### config.mk
export PLATFORM = sky130hd
export DESIGN_NAME = fifo_reader
export DESIGN_NICKNAME = d
export VERILOG_FILES = /design/src/rtl/fifo_pkg.sv /design/src/rtl/fifo_reader_skid.sv /design/src/rtl/fifo_reader.sv
export SDC_FILE = /design/constraint.sdc
export NUM_CORES = 1
export LEC_CHECK = 0
export BUFFER_PORTS_ARGS = -buffer_cell sky130_fd_sc_hd__buf_2
export CORE_MARGIN = 2
export CORE_UTILIZATION = 45
export DETAILED_ROUTE_END_ITERATION = 10
export PLACE_DENSITY_LB_ADDON = 0.12
export SLEW_MARGIN = 20
export SYNTH_ARGS = -nofsm -noshare
export SYNTH_HDL_FRONTEND = slang
export SYNTH_HIERARCHICAL = 1
export SYNTH_SLANG_ARGS = --single-unit
### constraint.sdc
create_clock -name clk -period 5.9 [get_ports clk]
set_clock_uncertainty 0.2 [all_clocks]
set_input_delay 0.885 -clock clk [delete_from_list [all_inputs] [get_ports clk]]
set_output_delay 0.885 -clock clk [all_outputs]
set_load 0.02 [all_outputs]
### src/rtl/fifo_pkg.sv
// Shared types and defaults for the FIFO reader.
// State encoding and default word/counter widths.
package fifo_pkg;
  localparam int FIFO_W = 8;
  localparam int CNT_W  = 16;

  typedef enum logic [1:0] {
    IDLE,
    RUN,
    DRAIN
  } state_e;
endpackage

### src/rtl/fifo_reader_skid.sv
// Two-entry in-order output buffer.
// Slot 0 is always the oldest word.
module fifo_reader_skid
  import fifo_pkg::*;
#(
  parameter int W = FIFO_W
) (
  input  logic         clk,
  input  logic         rstN,
  input  logic         i_push,
  input  logic         i_pop,
  input  logic [W-1:0] i_data,
  output logic [W-1:0] o_data,
  output logic [1:0]   o_occ
);

  logic [W-1:0] r_slot0;
  logic [W-1:0] r_slot1;
  logic [1:0]   r_occ;

  // Shift/fill slots on push and pop; a simultaneous push+pop keeps occupancy.
  always_ff @(posedge clk or negedge rstN) begin
    if (!rstN) begin
      r_slot0 <= '0;
      r_slot1 <= '0;
      r_occ   <= 2'd0;
    end else begin
      case ({i_push, i_pop})
        2'b10: begin
          if (r_occ == 2'd0) r_slot0 <= i_data;
          else               r_slot1 <= i_data;
          r_occ <= r_occ + 2'd1;
        end
        2'b01: begin
          r_slot0 <= r_slot1;
          r_occ   <= r_occ - 2'd1;
        end
        2'b11: begin
          if (r_occ == 2'd2) begin
            r_slot0 <= r_slot1;
            r_slot1 <= i_data;
          end else begin
            r_slot0 <= i_data;
          end
        end
        default: ;
      endcase
    end
  end

  assign o_data = r_slot0;
  assign o_occ  = r_occ;

endmodule

### src/rtl/fifo_reader.sv
// Reads a 1-cycle-latency FIFO and presents
// words on a valid/ready stream with a counter.
module fifo_reader
  import fifo_pkg::*;
#(
  parameter int FIFO_WIDTH = FIFO_W,
  parameter int CNT_WIDTH  = CNT_W
) (
  input  logic                  clk,
  input  logic                  rstN,
  input  logic                  enable,
  input  logic                  fifo_empty,
  input  logic [FIFO_WIDTH-1:0] fifo_data,
  output logic                  fifo_rd_en,
  output logic                  m_valid,
  input  logic                  m_ready,
  output logic [FIFO_WIDTH-1:0] m_data,
  output logic [CNT_WIDTH-1:0]  rd_count,
  output logic                  busy
);

  state_e                 r_state;
  state_e                 w_next;
  logic                   r_in_flight;
  logic [CNT_WIDTH-1:0]   r_rd_count;
  logic [1:0]             w_occ;
  logic                   w_pop;
  logic [2:0]             w_load;
  logic                   w_room;
  logic                   w_empty_all;

  assign m_valid = (w_occ != 2'd0);
  assign w_pop   = m_valid & m_ready;

  // A word leaving on this edge frees its slot for a read issued now,
  // which keeps one word per cycle in steady state.
  assign w_load = {1'b0, w_occ} + {2'b00, r_in_flight}
                - {2'b00, w_pop};
  assign w_room = (w_load < 3'd2);

  assign fifo_rd_en = enable & ~fifo_empty & w_room
                    & (r_state == RUN);

  assign w_empty_all = ~r_in_flight & (w_occ == 2'd0);
  assign busy        = (r_state != IDLE);
  assign rd_count    = r_rd_count;

  // Track the outstanding read and count completed handshakes.
  always_ff @(posedge clk or negedge rstN) begin
    if (!rstN) begin
      r_state     <= IDLE;
      r_in_flight <= 1'b0;
      r_rd_count  <= '0;
    end else begin
      r_state     <= w_next;
      r_in_flight <= fifo_rd_en;
      if (w_pop) r_rd_count <= r_rd_count + 1'b1;
    end
  end

  // Next-state logic: reads only in RUN, DRAIN empties what is left.
  always_comb begin
    w_next = r_state;
    unique case (r_state)
      IDLE: begin
        if (enable) w_next = RUN;
      end
      RUN: begin
        if (!enable) w_next = w_empty_all ? IDLE : DRAIN;
      end
      DRAIN: begin
        if (enable)           w_next = RUN;
        else if (w_empty_all) w_next = IDLE;
      end
      default: w_next = IDLE;
    endcase
  end

  fifo_reader_skid #(
    .W(FIFO_WIDTH)
  ) u_skid (
    .clk    (clk),
    .rstN   (rstN),
    .i_push (r_in_flight),
    .i_pop  (w_pop),
    .i_data (fifo_data),
    .o_data (m_data),
    .o_occ  (w_occ)
  );

endmodule

[After elaboration in Yosys (flattened, before gate mapping)]
Index checks and enable logic that the tools add are counted.
Cells by class
  bitwise logic cells: 7
  multiplexer cells: 13
  reduce and logical (&&, ||, !) cells: 10
  add/subtract/negate cells: 5
  eq/ne operators: 12
  order comparisons: 1
Operators by type and width (count)
  $mux W8: 4
  $pmux W8 S3: 1
  $add A16 B1 Y16 const B: 1
  $pmux W8 S2: 1
  $mux W2: 5
  $eq A2 B2 Y1 const B: 4
  $ne A2 B2 Y1 const B: 4
  $reduce_bool A2 Y1: 4
  $pmux W2 S3: 1
  $reduce_and A3 Y1: 2
  $and A1 B1 Y1: 5
  $eq A2 B1 Y1 const B: 2
  $logic_not A2 Y1: 2
  $pmux W2 S2: 1
  $add A2 B1 Y3: 1
  $lt A3 B2 Y1 const B: 1
  $ne A3 B3 Y1 const B: 1
  $reduce_bool A3 Y1: 1
  $sub A3 B1 Y3: 1
  $add A2 B1 Y2 const B: 1
  $ne A2 B1 Y1 const B: 1
  $not A1 Y1: 2
  $reduce_and A2 Y1: 1
  $sub A2 B1 Y2 const B: 1
Word-level totals
  register bits: 37
  bits of input ports: 13
  output and inout bits: 27

[Longest topological paths before layout]
Gate-level depths: netlist of the first run.
  depth in word-level cells: 6
  depth in mapped cells: 8

[Cells and area by module]
Netlist of the first run, hierarchy kept.
By module, submodules not included
  fifo_reader_skid: area an instance 893.4 sq um, cells an instance 82, seq. area each 450.4 sq um, instances 1
  fifo_reader: area an instance 872.1 sq um, cells an instance 74, seq. area each 475.5 sq um, instances 1

[Worst setup path after synthesis of the first run]
No wires, ideal clock.
  path type: in2out
  start point: in m_ready
  end point: out fifo_rd_en
  path slack: 2211 ps
  buffers on the path: 0
  cell stages on the path: 7
  arrival time: 2604 ps
  required time: 4815 ps
  cell sequence: o21ai_2 -> inv_1 -> ha_1 -> nand2b_1 -> fa_1 -> xor2_1 -> nor3_1
Between the ends
  word-level cells in the longest chain between the ends: 5
Ends and longest elaborated chain
  from (decl): RTL line fifo_reader.sv:16  | input logic m_ready,
  $and A1 B1 Y1: RTL line fifo_reader.sv:33  | assign w_pop = m_valid & m_ready;
  via w_pop: RTL line fifo_reader.sv:27  | logic w_pop;
  $sub A3 B1 Y3: RTL line fifo_reader.sv:38  | - {2'b00, w_pop};
  $lt A3 B2 Y1: RTL line fifo_reader.sv:39  | assign w_room = (w_load < 3'd2);
  $and A1 B1 Y1: RTL line fifo_reader.sv:41  | assign fifo_rd_en = enable & ~fifo_empty & w_room
  $and A1 B1 Y1: RTL line fifo_reader.sv:42  | & (r_state == RUN);
  to (decl): RTL line fifo_reader.sv:14  | output logic fifo_rd_en,
The timed path passes the listed nets, and every way through them passes these cells.

[Worst setup path in the final report of the first run]
  start point: reg u_skid.r_occ[1] (netlist: u_skid/o_occ[1])
  end point: out fifo_rd_en
Between the ends
  word-level cells in the longest chain between the ends: 6
  elaborated cells on any way between the ends: 7
  classes of those cells: add/sub (2); order compare (1); bitwise (3); reduce/logical (1)
Ends and longest elaborated chain
  from (decl): RTL line fifo_reader_skid.sv:19  | logic [1:0] r_occ;
  from (signal assigned): RTL line fifo_reader_skid.sv:32  | r_occ <= r_occ + 2'd1;
  from (signal assigned): RTL line fifo_reader_skid.sv:36  | r_occ <= r_occ - 2'd1;
  $reduce_bool A2 Y1: RTL line fifo_reader.sv:32  | assign m_valid = (w_occ != 2'd0);
  $and A1 B1 Y1: RTL line fifo_reader.sv:33
  via w_pop: RTL line fifo_reader.sv:27
  $sub A3 B1 Y3: RTL line fifo_reader.sv:38
  $lt A3 B2 Y1: RTL line fifo_reader.sv:39
  $and A1 B1 Y1: RTL line fifo_reader.sv:41
  $and A1 B1 Y1: RTL line fifo_reader.sv:42
The timed path passes the listed nets, and every way through them passes these cells.

==> results by group, run 1 <==
Synth
  – Post-synthesis mux area share: 5.741%
  – Largest family of logic cells by synthesized area: simple AND/OR/NAND/NOR gates
  – Count leader, synth: dfrtp_1
  – Post-synthesis simple-gate area fraction: 14.67%
  – Compound-gate portion of the synthesized area: 9.922%
  – Synth top cells by count: dfrtp_1, nand3_1, xnor2_1, mux2_2
  – Yosys top cell area share: 52.45%
  – Post-Synth Adder-Cell Area: 5.386%
  – Syn Nets: 176
  – Mean Syn Cell Area: 11.32 µm²
  – Ys flop type: dfrtp_1
  – Post-synth ARST share: 100.0%
  – Largest area contributor in the netlist: dfrtp_1
  – Synth area leaders: dfrtp_1, xnor2_1, mux2_2
  – Post-synthesis sequential area ratio: 52.45%
  – Ys Warns: 6
  – Post-synthesis cell count: 156
  – Post-synth EDFFs: 0
  – Xor/xnor share of the synthesized area: 9.426%
  – Cell Area, Synth: 1765 µm²
  – Library cells used by synthesis: 34
  – #FFs+latches synth: 37

Timing
  – Worst-margin pin slew: 802.0 ps
  – Period utilisation layout: 65.12%
  – Hold Slack: 273.8 ps
  – Period minus WS final: 3842 ps
  – Post-route setup slack: 2058 ps
  – Setup violators final: 0
  – Max-slew headroom: 46.53%
  – Max Freq: 260.3 MHz
  – Hold Vio Cnt, Final: 0
  – RSZ-0062 raised after global routing: false
  – Max Slew Vio Count: 0
  – Setup tns final: 0 ps

Hold path
  – Hold path start: rd_count[15]
  – Hold Path Sink: rd_count[15]
  – Worst hold stages: 1
  – Hold WC Path Type: reg -> reg

Clock tree
  – CTS Sinks: 37
  – CTS Buf Count: 5
  – Post-CTS setup buffer count: 0
  – Post-CTS resize count: 0
  – Clock latency on the worst-skew pair: 290 ps
  – Clock transition at the registers of the reported paths: 70 ps
  – CTS tree: built
  – Htree depth: 2
  – Worst-case clock buffer depth: 2
  – CTS Hold Bufs: 0
  – Root buffer cell: clkbuf_8

Global routing
  – Busiest grt layer: met2
  – Initial antenna violation count: 0
  – Global route total overflow: 0
  – All-Layer GR Usage: 18.85%
  – Grt met1 use: 23.88%
  – Grt met2 use: 31.00%
  – First-pass GRT wire length: 6141 µm
  – Largest net degree at the start of global routing: 38
  – Vias in the first global route: 1319
  – Met3 Track Usage GR: 5.912%

Routing
  – Vias per cell: 5.322
  – Via count: 1304
  – Routed WL: 3607 µm
  – DR iter-0 viols: 39
  – Avg WL per Cell: 14.72 µm
  – Final ANT Viol Nets: 0
  – 1st-pass router iterations: 4
  – DR DRC count: 0

Setup path
  – Nature of the critical path endpoint: output pin
  – Arr. time, crit path: 2760 ps
  – CP Max Fanout: 10
  – Worst Reg-to-Reg Cells: 5
  – Worst flop-to-flop path startpoint: u_skid/o_occ[1]
  – Worst R2R Setup Slack: 3330 ps
  – Worst r2r dst: u_skid/r_slot1[7]
  – Critical path type: reg -> out
  – Setup crit start: u_skid/o_occ[1]
  – Required time worst endpoint: 4820 ps
  – Startpoint type of the worst setup path: flop

Floorplanning
  – Ports: 40
  – Starting Density: 47.51%
  – Die Y-Extent: 66.64 µm
  – Core region area: 3716 µm²
  – Die area: 4440 µm²
  – Row cnt: 22
  – Die Span X: 66.64 µm

Place
  – IO buf count: 39
  – Worst slack, placed: 2088 ps
  – Placed cells: 238
  – Post-DP HPWL: 2532 µm
  – Placer congestion estimate: 0.7718

Layout
  – Fill cells: 341
  – Ant diodes: 0
  – Proportion of layout cells with a drive suffix above 1: 31.98%
  – Final non-filler cell total: 245
  – Nets: 217
  – Area delta synth->final: 18.99%

Pwr
  – Peak supply drop: 0.0002043 V
  – Power Density: 474.3 nW/µm²
  – Lkg Pwr: 0.9959 nW

Status
  – Status: completed

Job
  – Max-cap violation count: 0
## metal layers
| metal | vias to the layer above | wire [µm] | part of all wire, % |
|---|---|---|---|
| met3 | 5 | 203 | 5.6 |
| met1 | 644 | 1557 | 43 |
| li1 | 623 | - | - |
| met2 | 32 | 1796 | 50 |
| met4 | 0 | 49 | 1.4 |
| met5 | - | 0 | 0 |
## area by class of cell
type	instances	area, µm²	area share (%)
Sequential cell	37	925.9	44.07
Multi-Input combinational cell	109	797.0	37.94
Timing Repair Buffer	39	195.2	9.291
Clock buffer	5	68.82	3.276
Tap cell	48	60.06	2.859
Clock inverter	2	35.03	1.668
Inverter	5	18.77	0.8934
## power by group
part / switching (mW) / total, mW / internal [mW]
logic: 0.211 / 0.361 / 0.150
clock network: 0.0867 / 0.209 / 0.123
registers: 0.0876 / 0.426 / 0.339
total: 0.385 / 0.996 / 0.611
## cell usage in the layout, fill, tap and decap left out, drive strengths merged, types with 4 or more instances in the layout
cell / n
buf: 39
dfrtp: 37
nand3: 14
xnor2: 13
o21ai: 10
mux2: 9
nand2: 8
a21oi: 8
a31oi: 8
xor2: 6
ha: 6
nor2: 6
clkbuf: 5
inv: 4
## kinds of logic after synthesis
| group | count (synthesis) |
|---|---|
| AND/OR/NAND/NOR | 46 |
| XOR/XNOR | 19 |
| AO/OA/AOI/OAI | 28 |
| adder cells (fa/ha/maj) | 7 |
| buffers and inverters | 10 |
| flip-flops | 37 |
| multiplexers | 9 |
## stage by stage
| stage | util [%] | instance area, µm² | total power [mW] |
|---|---|---|---|
| 2_1_floorplan | - | 1765 | 0.6790 |
| 3_3_place_gp | 53.74 | 1997 | 0.7732 |
| 3_5_place_dp | 53.74 | 1997 | 0.7949 |
| 4_1_cts | 56.53 | 2101 | 1.010 |
| 5_1_grt | 56.53 | 2101 | 1.070 |
| 6_report | 56.53 | 2101 | 0.9963 |
## worst max-delay path, stage by stage (launching register included)
cell	delay [ps]
dfrtp_1	530
o21ai_2	370
inv_1	160
ha_1	290
nand2b_1	160
fa_1	490
nand4b_1	90
nor3_1	180
buf_2	200
## worst max-delay path by stage
stage	endpoint	slack (ps)
finish	fifo_rd_en	2060
global route	fifo_rd_en	1790
CTS	fifo_rd_en	2040
detailed placement	fifo_rd_en	2090
global placement	fifo_rd_en	2200
floorplan	fifo_rd_en	2210
## registers in the layout, indices dropped and copies added (netlist names)
name / count
rd_count: 16
u_skid/o_data: 8
u_skid/r_slot1: 8
r_state: 2
u_skid/o_occ: 2
r_in_flight: 1
Power figures use the tool's default switching activity.
==> inputs of run 2 (changes only) <==
ABC_AREA = 1   (was default)
clock period = 3.7 ns   (was 5.9 ns; I/O delays follow)
==> run 2 against run 1 <==
Effect of this change:
- first-iteration DRC count grew 120%
- worst setup slack lost 1600 ps
- count of clock-buffer cells in the layout is the same
- non-clock buffer count is the same
- synthesized area grew 12%
- critical path type unchanged
- critical endpoint unchanged
- core utilization shrank 1.6 points
- design area grew 12%
- synthesized cell count grew 56%
- total power grew 59%
- critical path depth is the same
- sequential power grew 49%
==> results by group, run 2 <==
Status
  – Status: completed

Global routing
  – Global route total overflow: 0 (unchanged)
  – All-Layer GR Usage: 18.38% (-0.47 points)
  – Largest net degree at the start of global routing: 38 (unchanged)
  – Vias in the first global route: 1564 (+19%)
  – Met3 Track Usage GR: 4.329% (-1.6 points)
  – First-pass GRT wire length: 7120 µm (+16%)
  – Initial antenna violation count: 0 (unchanged)
  – Grt met2 use: 29.77% (-1.2 points)
  – Grt met1 use: 24.07% (+0.19 points)
  – Busiest grt layer: met2

Floorplanning
  – Die Y-Extent: 70.39 µm (+5.6%)
  – Row cnt: 24 (+9.1%)
  – Die area: 4954 µm² (+12%)
  – Ports: 40 (unchanged)
  – Die Span X: 70.39 µm (+5.6%)
  – Starting Density: 46.18% (-1.3 points)
  – Core region area: 4294 µm² (+16%)

Routing
  – Routed WL: 4046 µm (+12%)
  – Via count: 1646 (+26%)
  – Avg WL per Cell: 11.83 µm (-20%)
  – Final ANT Viol Nets: 0 (unchanged)
  – DR iter-0 viols: 86 (+120%)
  – DR DRC count: 0 (unchanged)
  – Vias per cell: 4.813 (-9.6%)
  – 1st-pass router iterations: 4 (unchanged)

Synth
  – Ys flop type: dfrtp_1
  – Cell Area, Synth: 1983 µm² (+12%)
  – Mean Syn Cell Area: 8.161 µm² (-28%)
  – Synth top cells by count: nand2_1, dfrtp_1, nand3_1, inv_1, nor2_1
  – Post-synth ARST share: 100.0% (unchanged)
  – Post-synth EDFFs: 0 (unchanged)
  – Post-synthesis sequential area ratio: 46.69% (-5.8 points)
  – Library cells used by synthesis: 26 (-24%)
  – Largest area contributor in the netlist: dfrtp_1
  – #FFs+latches synth: 37 (unchanged)
  – Ys Warns: 6 (unchanged)
  – Synth area leaders: dfrtp_1, nand2_1, nand3_1
  – Post-synthesis cell count: 243 (+56%)
  – Syn Nets: 263 (+49%)
  – Yosys top cell area share: 46.69% (-5.8 points)
  – Count leader, synth: nand2_1

Clock tree
  – Post-CTS setup buffer count: 0 (unchanged)
  – CTS tree: built
  – Htree depth: 2 (unchanged)
  – CTS Hold Bufs: 0 (unchanged)
  – Root buffer cell: clkbuf_8
  – Clock transition at the registers of the reported paths: 80 ps (about the same)
  – Post-CTS resize count: 0 (unchanged)
  – CTS Sinks: 37 (unchanged)
  – CTS Buf Count: 5 (unchanged)
  – Worst-case clock buffer depth: 2 (unchanged)
  – Clock latency on the worst-skew pair: 290 ps (about the same)

Layout
  – Most common cell after layout, fill and taps aside: nand2_1
  – Largest register FFs: 16 (unchanged)
  – Design area: 2359 µm² (+12%)
  – Ant diodes: 0 (unchanged)
  – Proportion of layout cells with a drive suffix above 1: 25.86% (-6.1 points)
  – Fin util: 54.92% (-1.6 points)
  – Nets: 309 (+42%)
  – Area delta synth->final: 18.93% (about the same)
  – Commonest cells after routing, fill and taps aside: nand2_1, buf_2, dfrtp_1, nand3_1, inv_1
  – Final non-filler cell total: 342 (+40%)

Setup path
  – Arr. time, crit path: 2480 ps (-280 ps)
  – Setup crit start: u_skid/o_occ[1]
  – Critical path type: reg -> out
  – CP Max Fanout: 10 (unchanged)
  – Startpoint type of the worst setup path: flop
  – Nature of the critical path endpoint: output pin
  – Required time worst endpoint: 2940 ps (-1880 ps)
  – Worst flop-to-flop path startpoint: u_skid/o_occ[1]

Timing
  – Setup violators final: 0 (unchanged)
  – Max Slew Vio Count: 0 (unchanged)
  – RSZ-0062 raised after global routing: false
  – Setup tns final: 0 ps (unchanged)
  – Max-slew headroom: 46.45% (-0.083 points)
  – Period minus WS final: 3239 ps
  – Max Freq: 308.8 MHz
  – Hold Slack: 146.9 ps (-126.9 ps)
  – Hold Vio Cnt, Final: 0 (unchanged)
  – Period utilisation layout: 87.53%
  – Post-route setup slack: 461.2 ps (-1597 ps)
  – Worst-margin pin slew: 803.3 ps (+1.250 ps)

Place
  – Post-DP HPWL: 2990 µm (+18%)
  – Placed standard-cell area: 2243 µm² (+12%)
  – Placer congestion estimate: 0.7725 (about the same)
  – Placed cells: 334 (+40%)
  – IO buf count: 39 (unchanged)
  – Worst slack, placed: 686.2 ps (-1402 ps)

Job
  – Max-cap violation count: 0 (unchanged)

Pwr
  – Power Density: 670.2 nW/µm² (+41%)
  – Lkg Pwr: 1.263 nW (+27%)
  – Total power draw: 1.581 mW (+59%)
  – Peak supply drop: 0.0003583 V (+75%)

Hold path
  – Hold WC Path Type: in -> async
-- run 2: cell types whose count changed after synthesis, moves of 9 or more --
cell / before / now
nor2_1: 5 / 14
inv_1: 4 / 18
mux2_2: 9 / 0
nand2_1: 8 / 93
nand3_1: 14 / 23
-- run 2: layer usage --
metal,routed length [µm],up-vias
li1,-,850
met1,1930,745
met2,1832,45
met3,218,6
met4,63,0
met5,0,-
-- run 2: where the power goes --
| group | switching, mW | total (mW) | internal, mW |
|---|---|---|---|
| Clock | 0.157 | 0.359 | 0.202 |
| Combinational | 0.379 | 0.586 | 0.207 |
| Sequential | 0.110 | 0.635 | 0.526 |
| Total | 0.646 | 1.58 | 0.934 |
-- run 2: worst paths after layout --
| kind | end | slack [ps] | depth (start not counted) |
|---|---|---|---|
| setup / recovery | fifo_rd_en | 460 | 8 |
| hold / removal | rd_count[3] | 150 | 1 |
| setup reg to reg | r_in_flight | 1420 | 7 |
| hold reg to reg | u_skid/r_slot1[3] | 280 | 2 |
| max in group asynchronous | u_skid/r_slot1[5] | 2650 | 1 |
| min in group clk | u_skid/r_slot1[3] | 280 | 2 |
-- run 2: layout make-up --
| cell class | count | area, µm² |
|---|---|---|
| Clock buffer | 5 | 68.82 |
| Clock inverter | 3 | 46.29 |
| Fill cell | 404 | 1936 |
| Inverter | 24 | 91.34 |
| Multi-Input combinational cell | 182 | 965.9 |
| Sequential cell | 37 | 925.9 |
| Tap cell | 52 | 65.06 |
| Timing Repair Buffer | 39 | 195.2 |
-- run 2: kinds of logic (layout without fill, tap and decap cells) --
logic type	Yosys count	after routing	synth area share, %
and+or+nand+nor	156	156	36.03
DFF	37	37	46.69
buffers and inverters	24	71	4.605
xor gates and xnor gates	11	11	4.858
AOI/OAI and AO/OA	8	8	3.028
adders and majority gates	7	7	4.795
-- run 2: worst max-delay path, stage by stage (launching register included) --
cell     delay, ps
dfrtp_1        500
o21a_4         310
ha_1           270
inv_1           50
nand2_1         60
fa_1           490
nand3_1         80
nor4_1         210
buf_2          220
